$ cat config.mk
export PLATFORM = sky130hd
export DESIGN_NAME = instruction_fetch
export DESIGN_NICKNAME = d
export VERILOG_FILES = /design/src/rtl/mips_pkg.sv /design/src/rtl/pc_register.sv /design/src/rtl/instruction_fetch.sv
export SDC_FILE = /design/constraint.sdc
export NUM_CORES = 1
export LEC_CHECK = 0
export ABC_CLOCK_PERIOD_IN_PS = 4300
export CORE_UTILIZATION = 35
export DETAILED_ROUTE_END_ITERATION = 6
export GPL_TIMING_DRIVEN = 0
export PLACE_DENSITY = 0.76
export SYNTH_ARGS = -nofsm -noshare
export SYNTH_HDL_FRONTEND = slang
export SYNTH_SLANG_ARGS = --single-unit
$ cat constraint.sdc
create_clock -name clk -period 4.3 [get_ports clk]
set_input_delay 0.43 -clock clk [delete_from_list [all_inputs] [get_ports clk]]
set_output_delay 0.43 -clock clk [all_outputs]
set_load 0.02 [all_outputs]
$ cat src/rtl/mips_pkg.sv
// Shared MIPS front-end definitions: reset defaults, opcode constants and
// small PC arithmetic helpers used by the fetch stage.
package mips_pkg;

   localparam int unsigned XLEN = 32;

   // Default fetch address after reset and default bubble instruction.
   localparam logic [XLEN-1:0] RESET_PC_DEFAULT = 32'h0040_0000;
   localparam logic [XLEN-1:0] NOP_WORD_DEFAULT = 32'h0000_0000;

   // Primary opcode field values decoded by the control unit.
   localparam logic [5:0] R_TYPE = 6'h00;
   localparam logic [5:0] ADDI   = 6'h08;
   localparam logic [5:0] ORI    = 6'h0D;
   localparam logic [5:0] BEQ    = 6'h04;
   localparam logic [5:0] BNE    = 6'h05;

   // Instruction words are 4 bytes; fetch addresses are always word aligned.
   localparam logic [XLEN-1:0] INSTR_BYTES = 32'd4;

   // Force a byte address onto a word boundary by clearing the low two bits.
   function automatic logic [XLEN-1:0] alignPc(input logic [XLEN-1:0] addr);
      return {addr[XLEN-1:2], 2'b00};
   endfunction

   // Sequential successor of a PC; wraps modulo 2^32 with no overflow flag.
   function automatic logic [XLEN-1:0] pcIncrement(input logic [XLEN-1:0] pc);
      return pc + INSTR_BYTES;
   endfunction

   // Primary opcode field of an instruction word.
   function automatic logic [5:0] opcodeOf(input logic [XLEN-1:0] instr);
      return instr[31:26];
   endfunction

endpackage

$ cat src/rtl/pc_register.sv
// Program counter register: synchronous reset, load of an (aligned) target,
// and enabled sequential increment. Load takes priority over enable so a
// redirect still lands while the pipeline is stalled.
module pc_register
   import mips_pkg::*;
#(
   parameter logic [31:0] RESET_PC = RESET_PC_DEFAULT
) (
   input  logic        clk,
   input  logic        reset,
   input  logic        enable,
   input  logic        load,
   input  logic [31:0] loadValue,
   output logic [31:0] pc
);

   logic [31:0] pcNext;

   // Select the next PC value: load target, sequential successor or hold.
   always_comb begin
      pcNext = pc;
      if (load) begin
         pcNext = alignPc(loadValue);
      end else if (enable) begin
         pcNext = pcIncrement(pc);
      end
   end

   // PC state register with synchronous reset to the configured fetch start.
   always_ff @(posedge clk) begin
      if (reset) begin
         pc <= alignPc(RESET_PC);
      end else begin
         pc <= pcNext;
      end
   end

endmodule

$ cat src/rtl/instruction_fetch.sv
// Instruction fetch stage: owns the PC (via pc_register), presents it to a
// combinational-read instruction memory and captures the returned word into
// the IF/ID pipeline register. Priority: reset > redirect > stall > advance.
module instruction_fetch
   import mips_pkg::*;
#(
   parameter logic [31:0] RESET_PC = RESET_PC_DEFAULT,
   parameter logic [31:0] NOP_WORD = NOP_WORD_DEFAULT
) (
   input  logic        clk,
   input  logic        reset,
   input  logic        stall,
   input  logic        redirect,
   input  logic [31:0] redirect_target,
   output logic [31:0] imem_addr,
   input  logic [31:0] imem_rdata,
   output logic [31:0] ifid_instruction,
   output logic [31:0] ifid_pc_plus4,
   output logic        ifid_valid,
   output logic [5:0]  ifid_op
);

   logic [31:0] pc;
   logic [31:0] pcPlus4;
   logic        pcAdvance;

   // A stall freezes the PC unless a redirect overrides it inside pc_register.
   assign pcAdvance = ~stall;

   pc_register #(
      .RESET_PC(RESET_PC)
   ) pcReg (
      .clk      (clk),
      .reset    (reset),
      .enable   (pcAdvance),
      .load     (redirect),
      .loadValue(redirect_target),
      .pc       (pc)
   );

   // Memory sees the PC register directly; the successor feeds IF/ID.
   always_comb begin
      imem_addr = pc;
      pcPlus4   = pcIncrement(pc);
   end

   // IF/ID pipeline register: capture on advance, bubble on redirect, hold on stall.
   always_ff @(posedge clk) begin
      if (reset) begin
         ifid_instruction <= NOP_WORD;
         ifid_pc_plus4    <= '0;
         ifid_valid       <= 1'b0;
      end else if (redirect) begin
         ifid_instruction <= NOP_WORD;
         ifid_pc_plus4    <= '0;
         ifid_valid       <= 1'b0;
      end else if (!stall) begin
         ifid_instruction <= imem_rdata;
         ifid_pc_plus4    <= pcPlus4;
         ifid_valid       <= 1'b1;
      end
   end

   // Opcode field for the control unit follows the registered instruction.
   always_comb begin
      ifid_op = opcodeOf(ifid_instruction);
   end

endmodule

# Yosys cells after proc, flatten, opt, wreduce, memory -nomap -nowiden
# Cells that the tools add are included.
totals:
  input_bits: 68
  ff_bits: 97
  elab_cells: 10
op_classes:
  eq_ne: 1
  n_reduce_logical: 1
  mux: 2
  n_addsub: 1
op_table:
  columns: ["operator", "n"]
  rows:
  - ["32-bit two-way mux", 2]
  - ["32-bit by 3-bit adder with 32-bit output (second input constant)", 1]
  - ["2-bit by 1-bit inequality test with 1-bit output (second input constant)", 1]
  - ["2-bit OR reduction", 1]

# Logic depth before layout (Yosys ltp)
# Gate-level depths: netlist (run 1).
depth:
  depth_word: 3
  ltp_mapped: 7

# Cells and area by module
# A second synthesis (run 1) with hierarchy kept.
unflattened:
  cells_unflattened: 541
  area_unflattened_um2: 4762.1
modules_own_cells:
  columns: ["mod", "cells_each", "area_each_um2", "n_inst"]
  rows:
  - ["instruction_fetch", 328, 2902.8, 1]
  - ["pc_register", 213, 1859.3, 1]

# Worst setup path before layout (run 1)
# Ideal clock, no wire load.
synth_path:
  path_type: "register to register"
  from: "register pcReg.pc[2]"
  to: "register pcReg.pc[18]"
  setup_time_ps: 71
  setup_slack_ps: 2093
  arrival_time_ps: 2137
  path_stages_with_launch: 8
  required_ps: 4229
  path_cell_list: "dfxtp_1 ha_1 and4_1 clkbuf_1 nand4_1 or4_1 a21oi_1 o21bai_1"
synth_between:
  elab_chain_cells: 3
synth_rtl:
  columns: ["element", "line_no", "source"]
  rows:
  - ["from (decl)", "pc_register.sv:14", "output logic [31:0] pc"]
  - ["from (signal assigned)", "pc_register.sv:32", "pc <= alignPc(RESET_PC);"]
  - ["from (signal assigned)", "pc_register.sv:34", "pc <= pcNext;"]
  - ["32-bit by 3-bit adder with 32-bit output", "mips_pkg.sv:28", "return pc + INSTR_BYTES;"]
  - ["32-bit two-way mux", "pc_register.sv:24", "end else if (enable) begin"]
  - ["32-bit two-way mux", "pc_register.sv:22", "if (load) begin"]
# Every way passes these cells. The select of a mux whose other input is x is not followed.
# A chain may end at the register's enable or synchronous reset.

# Worst setup path in the final report (run 1)
layout_path:
  from: "register pcReg.pc[2]"
  to: "register pcReg.pc[26]"
# The elaborated chain is that of the path after synthesis.

==> flow_summary.yaml, run 1 <==
cts:
  cts_htree_levels: 3
  clkTransAtPathRegs_ns: 0.06
  cts_root_buffer: "clkbuf_16"
  cts_max_path_buffers: 2
  postCtsSetupBuffers: 0
  cts_tree: "yes"
  clock-sinks: 93
  ctsHoldBuffers: 0
  post_cts_resize_count: 0
  cts_made_buffers: 9
  clock_latency_ns: 0.34
finish:
  nNetsFinal: 737
  syn_to_final_growth_pct: 51.8
  antenna_cells: 0
  drive_gt1_frac: 0.0639
  final_common_cell: "clkdlybuf4s50_1"
  fin_util: 0.553
  n_fill_cell: 1041
  layout_common_cells: "clkdlybuf4s50_1, dfxtp_1, nor2_1, a21oi_1, mux2i_1"
floorplan:
  fp.dieW_um: 112
  io_pins: 171
  start_util: 0.364
  dieArea_mm2: 0.0125
  die_h_um: 112
  core-area_mm2: 0.0116
  core.rowCount: 39
global_route:
  grt_antenna_before_repair: 0
  grt_usage: 0.222
  grt_pass1_wl_um: 21900
  grt_overflow: 0
  grt_max_degree: 16
  grt_pass1_vias: 4230
yosys:
  netlist.top_cell.by_area: "dfxtp_1"
  synth_ff_type: "dfxtp_1"
  ys_types: 45
  async_flop_share: 0
  synth-edff-count: 0
  synth_top_area_share: 0.440
  synth_cells: 490
  yosysWarnings: 0
  synthTopCellsByArea: "dfxtp_1, mux2i_1, nor2_1"
  ys_ff_latch: 93
  ys_seq_area_frac: 0.440
  postSynthAreaPerCell_um2: 8.63
  netlist_area_mm2: 0.00423
placed_design:
  pre_cts_ws_ns: 1.52
  numPortBuffers: 164
  dp_hpwl_um: 10200
  gp_congestion: 0.864
route:
  routed_via_density: 5.23
  first_pass_iters: 7
  drc_errors: 9
  drt-total-wl_um: 13700
  drt_iter0_markers: 315
  postRouteAntennaNets: 0
  vias: 4267
  wl_per_cell_um: 16.8
run_status:
  violations: "DRC"
  status: "finished with violations"
sta:
  maxSlewViolCount: 0
  skew_ns: 0.00735
  slew_headroom: 0.553
  fin_crit_sh: 0.615
  fin_setup_tns_ns: 0
  rsz0062_at_grt: "false"
  post-route-min-period_ns: 2.64
  setup_ws_ns: 1.66
  setup_viol: 0
  worstMarginPinSlew_ns: 0.664
  hold_viol_final: 0
  fmax_ghz: 0.378
worst_setup_path:
  crit_chain: "ha_1 -> and4_1 -> clkbuf_1 -> nand4_1 -> nor4_1 -> xnor2_1 -> o22ai_1"
  start_kind: "flip-flop"
  crit_type: "flip-flop to flip-flop"
  worst_setup_path_end_kind: "flip-flop"
  critPathLaunch: "pcReg.pc[2]$_SDFFE_PP0P_"
  max_stage_delay_ns: 0.52
  worst_ep_arrival_time_ns: 2.84
  critPathMaxFanout: 8
  crit_path_top_delay_cell: "nor4_1"
  crit_buf_inv: 1
  cp.required_ns: 4.50
  worstReg2RegStart: "pcReg.pc[2]$_SDFFE_PP0P_"
  crit_family: "simple AND/OR/NAND/NOR gates"
power_and_ir_drop:
  power_switching_mw: 0.560
  internal_power_mw: 1.68
  ir_drop_v: 0.000226
  power_frac_comb: 0.158
  power_leakage_nw: 2.40
  clockPowerShare: 0.421
  powerDensity_mw_per_mm2: 349
  switching_share: 0.250
  power_frac_seq: 0.420
flow_run:
  max_cap_viol_count: 0
worst_hold_path:
  hold_path.class: "flip-flop to flip-flop"
  min_from: "ifid_pc_plus4[7]$_SDFFE_PP0N_"
cells in the mapped netlist, types with 8 or more instances:
master    number
dfxtp_1       93
inv_1          8
nand4_1       15
clkbuf_1      23
buf_4         10
and3_1        10
xor2_1        15
mux2i_1       33
xnor2_1       25
a211oi_1      11
nand2_1       32
nor2_1        67
buf_2          8
nand3_1       12
a21oi_1       40
o21ai_0       27
nor3_1        13
worst reg2reg max path, stage by stage, from the launching register on:
cell	delay (ns)
dfxtp_1	0.47
ha_1	0.29
and4_1	0.22
clkbuf_1	0.27
nand4_1	0.44
nor4_1	0.53
xnor2_1	0.18
o22ai_1	0.10
per-stage QoR:
step	std cells	hold WS, ns	instance area, µm²	power, mW
2_1_floorplan	493	0.541	4240	1.13
3_3_place_gp	800	0.453	6060	1.30
3_5_place_dp	800	0.455	6060	1.31
4_1_cts	816	0.474	6420	2.25
5_1_grt	816	0.505	6420	2.33
6_report	816	0.471	6420	2.24
power by group through the flow:
| stage | Sequential [mW] | Combinational [mW] | Clock, mW |
|---|---|---|---|
| CTS | 0.940 | 0.355 | 0.958 |
| global route | 0.945 | 0.380 | 1.00 |
| floorplan | 0.996 | 0.130 | 0 |
| detailed placement | 0.959 | 0.353 | 0 |
| global placement | 0.957 | 0.347 | 0 |
| finish | 0.941 | 0.355 | 0.943 |
flip-flops by register name, indices dropped and copies added (netlist names):
register / count
ifid_instruction: 32
ifid_pc_plus4: 30
pcReg.pc: 30
ifid_valid: 1
path summary, 6_finish.rpt:
kind	cells after the start	slack, ns	end
max	7	1.66	pcReg.pc[26]$_SDFFE_PP0P_
min	2	0.47	ifid_pc_plus4[7]$_SDFFE_PP0N_
max reg2reg	7	1.66	pcReg.pc[26]$_SDFFE_PP0P_
min reg2reg	2	0.47	ifid_pc_plus4[7]$_SDFFE_PP0N_
kinds of logic (layout without fill, tap and decap cells):
| logic type | count (synthesis) | in the layout | synth area share |
|---|---|---|---|
| AOI/OAI and AO/OA | 98 | 98 | 0.137 |
| xor gates and xnor gates | 40 | 40 | 0.0829 |
| adders and majority gates | 1 | 1 | 0.00296 |
| buffers and inverters | 53 | 233 | 0.0583 |
| DFF | 93 | 93 | 0.440 |
| muxes | 33 | 33 | 0.0781 |
| other | 1 | 4 | 0.000887 |
| and+or+nand+nor | 171 | 171 | 0.199 |
final cells by class:
type                       instances  area [µm²]  share of cell area
tap                              143         179              0.0279
clock buffer                      11         253              0.0394
sequential                        93        1860               0.290
inverter                           8        30.0             0.00468
clock inverter                     5         106              0.0166
multi-input combinational        347        2130               0.332
timing repair buffer             164        1640               0.256
buffer                            45         216              0.0337
routing by layer:
metal	vias up	wire (µm)	GRT usage
li1	2047	-	-
met1	1964	5630	0.269
met2	234	6420	0.372
met3	22	1470	0.0697
met4	0	215	0.0766
met5	-	0	0
(Power assumes the default switching activity.)
==> run 2, diff against run 1 <==
Settings changed: ABC_CLOCK_PERIOD_IN_PS 4300 to 2300, PLACE_DENSITY 0.76 to 0.79.
Clock period 4.3 ns to 2.3 ns, I/O delays scaled along.
==> run 2 against run 1 <==
Net effect: the run still ends with DRC left; register-to-register slack worse by 1.5 ns; total power up 74%; utilization up 0.15 points; largest cell class unchanged; critical endpoint is now pcReg.pc[21]$_SDFFE_PP0P_; highest routed layer unchanged; critical path type unchanged; sequential power up 87%; final area up 0.27%.
==> flow_summary.yaml, run 2 (synthesized netlist as in run 1, its figures left out) <==
floorplan:
  core.rowCount: 39
  io_pins: 171
  start_util: 0.364
  fp.dieW_um: 112
  core-area_mm2: 0.0116
  die_h_um: 112
  dieArea_mm2: 0.0125
cts:
  cts_tree: "yes"
  clkTransAtPathRegs_ns: 0.08
  cts_max_path_buffers: 2
  clock_latency_ns: 0.34
  cts_root_buffer: "clkbuf_16"
  cts_made_buffers: 9
  cts_htree_levels: 3
  clock-sinks: 93
sta:
  setup_ws_ns: 0.115
  maxSlewViolCount: 0
  setup_viol: 0
  fin_crit_sh: 0.950
  fin_setup_tns_ns: 0
  hold_viol_final: 0
  worstMarginPinSlew_ns: 0.688
  slew_headroom: 0.541
  fmax_ghz: 0.458
  skew_ns: 0.00813
  post-route-min-period_ns: 2.19
finish:
  nNetsFinal: 744
  reg_top3: "ifid_instruction: 32 flops, ifid_pc_plus4: 30 flops, pcReg.pc: 30 flops"
  final_common_cell: "clkdlybuf4s50_1"
  layout_common_cells: "clkdlybuf4s50_1, dfxtp_1, nor2_1, a21oi_1, mux2i_1"
  drive_gt1_frac: 0.0853
  fin_cells: 823
  antenna_cells: 0
  regMostFlops: "ifid_instruction"
  n_fill_cell: 1082
  largest_reg_flops: 32
  syn_to_final_growth_pct: 52.2
power_and_ir_drop:
  power_frac_seq: 0.451
  power_frac_comb: 0.171
  internal_power_mw: 2.78
  ir_drop_v: 0.000378
  power.total_mw: 3.90
  power_switching_mw: 1.13
  powerDensity_mw_per_mm2: 606
  power_leakage_nw: 2.40
  clockPowerShare: 0.378
  switching_share: 0.288
route:
  routed_via_density: 5.16
  drt_iter0_markers: 250
  vias: 4246
  first_pass_iters: 7
  drc_errors: 9
  drt-total-wl_um: 14200
  wl_per_cell_um: 17.2
  postRouteAntennaNets: 0
global_route:
  grt_antenna_before_repair: 0
  grt_max_degree: 19
  grt_overflow: 0
  grt_usage: 0.226
  grt_pass1_wl_um: 22100
  grt_pass1_vias: 4164
worst_hold_path:
  hold_path.class: "input pin to flip-flop"
  min_from: "redirect_target[2]"
worst_setup_path:
  critPathMaxFanout: 8
  critPathLaunch: "pcReg.pc[8]$_SDFFE_PP0P_"
  worst_setup_path_end_kind: "flip-flop"
  cp.required_ns: 2.56
  start_kind: "flip-flop"
  worstReg2RegStart: "pcReg.pc[8]$_SDFFE_PP0P_"
  crit_type: "flip-flop to flip-flop"
  worst_ep_arrival_time_ns: 2.44
placed_design:
  gp_congestion: 0.863
  pre_cts_ws_ns: -0.267
  numPortBuffers: 164
  placed_cells: 800
  dp_hpwl_um: 10500
run_status:
  status: "finished with violations"
  violations: "DRC"
flow_run:
  max_cap_viol_count: 0
[run 2: changes by cell type in the layout (fill, tap and decap cells not counted), moves of 2 or more]
cell,previous run,this run
dfxtp_2,0,2
clkbuf_2,0,2
inv_8,0,3
dfxtp_1,93,91
bufinv_16,3,0
clkbuf_1,23,20
buf_4,10,18
clkbuf_8,2,0
[run 2: worst paths after layout]
check | end | cells after the start | slack (ns)
hold / removal | pcReg.pc[2]$_SDFFE_PP0P_ | 3 | 0.44
setup reg to reg | pcReg.pc[21]$_SDFFE_PP0P_ | 8 | 0.11
setup / recovery | pcReg.pc[21]$_SDFFE_PP0P_ | 8 | 0.11
hold reg to reg | ifid_pc_plus4[4]$_SDFFE_PP0N_ | 2 | 0.47
[run 2: power by group through the flow]
stage / Sequential, mW / Clock (mW) / Combinational [mW]
finish: 1.76 / 1.48 / 0.666
global route: 1.77 / 1.57 / 0.713
CTS: 1.76 / 1.49 / 0.665
detailed placement: 1.79 / 0 / 0.661
global placement: 1.79 / 0 / 0.651
floorplan: 1.86 / 0 / 0.242
[run 2: per-layer routing]
metal / GRT usage / wire length [µm]
met1: 0.277 / 5800
met2: 0.376 / 6790
met3: 0.0680 / 1310
met4: 0.0811 / 282
met5: 0 / 0
[run 2: final cells by class]
cell class / count / area, µm² / area share
plain buffers: 44 / 215 / 0.0334
multi-input cells: 347 / 2150 / 0.335
repair buffers: 172 / 1700 / 0.264
flip-flops and latches: 93 / 1860 / 0.290
inverters: 8 / 30.0 / 0.00467
clock buffers: 9 / 225 / 0.0350
clock inverters: 7 / 66.3 / 0.0103
well taps: 143 / 179 / 0.0278
[run 2: what timing repair did]
item                       CTS  global route
pin swaps                    1             2
resized for setup            1            10
setup buffers                2             6
setup endpoints to repair    8            15
hold buffers                 0             0
[run 2: critical path, stage by stage (launching register included)]
cell and delay [ns]:
dfxtp_1 0.35, buf_2 0.23, nand4_4 0.17, nor4_4 0.29
buf_4 0.19, buf_4 0.13, nand4_1 0.15, or3_1 0.35
a311oi_1 0.24
[run 2: metrics by stage]
step	instance area, µm²	utilization	hold slack (ns)
4_1_cts	6360	0.548	0.443
3_3_place_gp	6060	0.522	0.451
6_report	6440	0.554	0.438
5_1_grt	6440	0.554	0.453
2_1_floorplan	4240	-	0.368
3_5_place_dp	6060	0.522	0.460
==> run 3, diff against run 2 <==
Settings changed: ABC_CLOCK_PERIOD_IN_PS 2300 to 2400, PLACE_DENSITY 0.79 to 0.76.
Clock period 2.3 ns to 2.4 ns, I/O delays scaled along.
==> run 3 against run 2 <==
Net effect: the run still ends with DRC left; count of clock-buffer cells in the layout is 2 higher; first-iteration DRC count is 0.80% lower; setup slack better by 0.022 ns; via count is 1.0% higher; clock skew is 0.0020 ns lower; register-to-register slack better by 0.02 ns; sequential power is 4% lower; fmax is 3.4% lower.
==> flow_summary.yaml, run 3 (synthesized netlist as in run 1, its figures left out) <==
finish:
  fin_cells: 819
  regMostFlops: "ifid_instruction"
  syn_to_final_growth_pct: 52.7
  antenna_cells: 0
  finalInstanceArea_mm2: 0.00646
  drive_gt1_frac: 0.0769
  reg_top3: "ifid_instruction: 32 flops, ifid_pc_plus4: 30 flops, pcReg.pc: 30 flops"
  layout_common_cells: "clkdlybuf4s50_1, dfxtp_1, nor2_1, a21oi_1, mux2i_1"
  nNetsFinal: 740
  final_common_cell: "clkdlybuf4s50_1"
  fin_util: 0.556
  largest_reg_flops: 32
  n_fill_cell: 1038
sta:
  fin_crit_sh: 0.943
  setup_ws_ns: 0.137
  fmax_ghz: 0.442
  post-route-min-period_ns: 2.26
  hold_viol_final: 0
  slew_headroom: 0.568
  rsz0062_at_grt: "false"
  maxSlewViolCount: 0
  worstMarginPinSlew_ns: 0.641
  setup_viol: 0
  fin_setup_tns_ns: 0
  skew_ns: 0.00613
global_route:
  grt_max_degree: 16
  grt-busiest-layer: "met2"
  grt_antenna_before_repair: 0
  grt_pass1_vias: 4230
  grt_pass1_wl_um: 21900
  use_met1: 0.269
  grt_overflow: 0
  grt_use_met3: 0.0697
  grt_usage: 0.223
  gr-usage-met2: 0.373
floorplan:
  io_pins: 171
  die_h_um: 112
  dieArea_mm2: 0.0125
  start_util: 0.364
  fp.dieW_um: 112
  core.rowCount: 39
  core-area_mm2: 0.0116
worst_setup_path:
  critPathMaxFanout: 9
  start_kind: "flip-flop"
  crit_type: "flip-flop to flip-flop"
  worst_ep_arrival_time_ns: 2.50
  cp.required_ns: 2.64
  worst_setup_path_end_kind: "flip-flop"
power_and_ir_drop:
  internal_power_mw: 3.01
  powerDensity_mw_per_mm2: 621
  power_switching_mw: 1.00
  ir_drop_v: 0.000408
  clockPowerShare: 0.421
  power_frac_comb: 0.159
  power_leakage_nw: 2.41
  power_frac_seq: 0.421
  switching_share: 0.250
placed_design:
  pre_cts_ws_ns: -0.191
  numPortBuffers: 164
  gp_congestion: 0.864
  placed_cells: 800
  placed_area_mm2: 0.00606
  dp_hpwl_um: 10200
cts:
  cts_tree: "yes"
  cts_max_path_buffers: 2
  cts_htree_levels: 3
  clock_latency_ns: 0.34
  cts_root_buffer: "clkbuf_16"
  cts_made_buffers: 9
  clock-sinks: 93
  clkTransAtPathRegs_ns: 0.07
route:
  drc_errors: 9
  drt_iter0_markers: 248
  vias: 4289
  wl_per_cell_um: 16.8
  postRouteAntennaNets: 0
  first_pass_iters: 7
  routed_via_density: 5.24
  drt-total-wl_um: 13800
flow_run:
  max_cap_viol_count: 0
worst_hold_path:
  hold_path.class: "input pin to flip-flop"
run_status:
  status: "finished with violations"
  violations: "DRC"
==> run 3: changes by cell type in the layout (fill, tap and decap cells not counted), moves of 2 or more <==
cell / previous run / this run
buf_4: 18 / 14
clkbuf_8: 0 / 2
bufinv_16: 0 / 3
inv_8: 3 / 0
==> run 3: area by class of cell <==
cell class	count	area, µm²	area share
clock buffers	11	253	0.0391
inverters	8	30.0	0.00465
plain buffers	44	214	0.0331
multi-input cells	347	2140	0.332
clock inverters	5	106	0.0165
flip-flops and latches	93	1860	0.289
repair buffers	168	1670	0.259
well taps	143	179	0.0277
==> run 3: routing by layer <==
| metal | up-vias | part of all wire |
|---|---|---|
| li1 | 2053 | - |
| met2 | 224 | 0.47 |
| met3 | 23 | 0.11 |
| met5 | - | 0 |
| met1 | 1989 | 0.41 |
| met4 | 0 | 0.016 |
==> run 3: repair_timing <==
item                       in CTS  in global routing
setup endpoints to repair       5                  9
hold buffers                    0                  0
buffers inserted                0                  4
gates resized for setup         1                  5
pin swaps                       1                  3
==> run 3: worst paths after layout <==
| kind | from | end | slack, ns | depth (start not counted) |
|---|---|---|---|---|
| max reg2reg | pcReg.pc[8]$_SDFFE_PP0P_ | pcReg.pc[23]$_SDFFE_PP0P_ | 0.14 | 6 |
| min | redirect_target[2] | pcReg.pc[2]$_SDFFE_PP0P_ | 0.46 | 3 |
| max | pcReg.pc[8]$_SDFFE_PP0P_ | pcReg.pc[23]$_SDFFE_PP0P_ | 0.14 | 6 |
| min reg2reg | ifid_pc_plus4[7]$_SDFFE_PP0N_ | ifid_pc_plus4[7]$_SDFFE_PP0N_ | 0.47 | 2 |
==> run 3: power by group through the flow <==
stage	Clock, mW	Sequential, mW	Combinational [mW]
global placement	0	1.71	0.622
finish	1.69	1.69	0.637
detailed placement	0	1.72	0.633
global route	1.79	1.69	0.681
floorplan	0	1.78	0.232
CTS	1.72	1.68	0.636
==> run 3: metrics by stage <==
stage / power [mW] / hold slack (ns)
after CTS: 4.04 / 0.459
after global placement: 2.34 / 0.453
after floorplan: 2.02 / 0.378
after detailed placement: 2.35 / 0.455
final: 4.01 / 0.459
after global routing: 4.17 / 0.475
==> run 3: worst max-delay path, cell delays in order, from the launching register on <==
cell	delay [ns]
dfxtp_1	0.35
buf_2	0.21
nand4_2	0.22
nor4_4	0.51
nand4_1	0.22
or3_1	0.37
a311oi_1	0.29
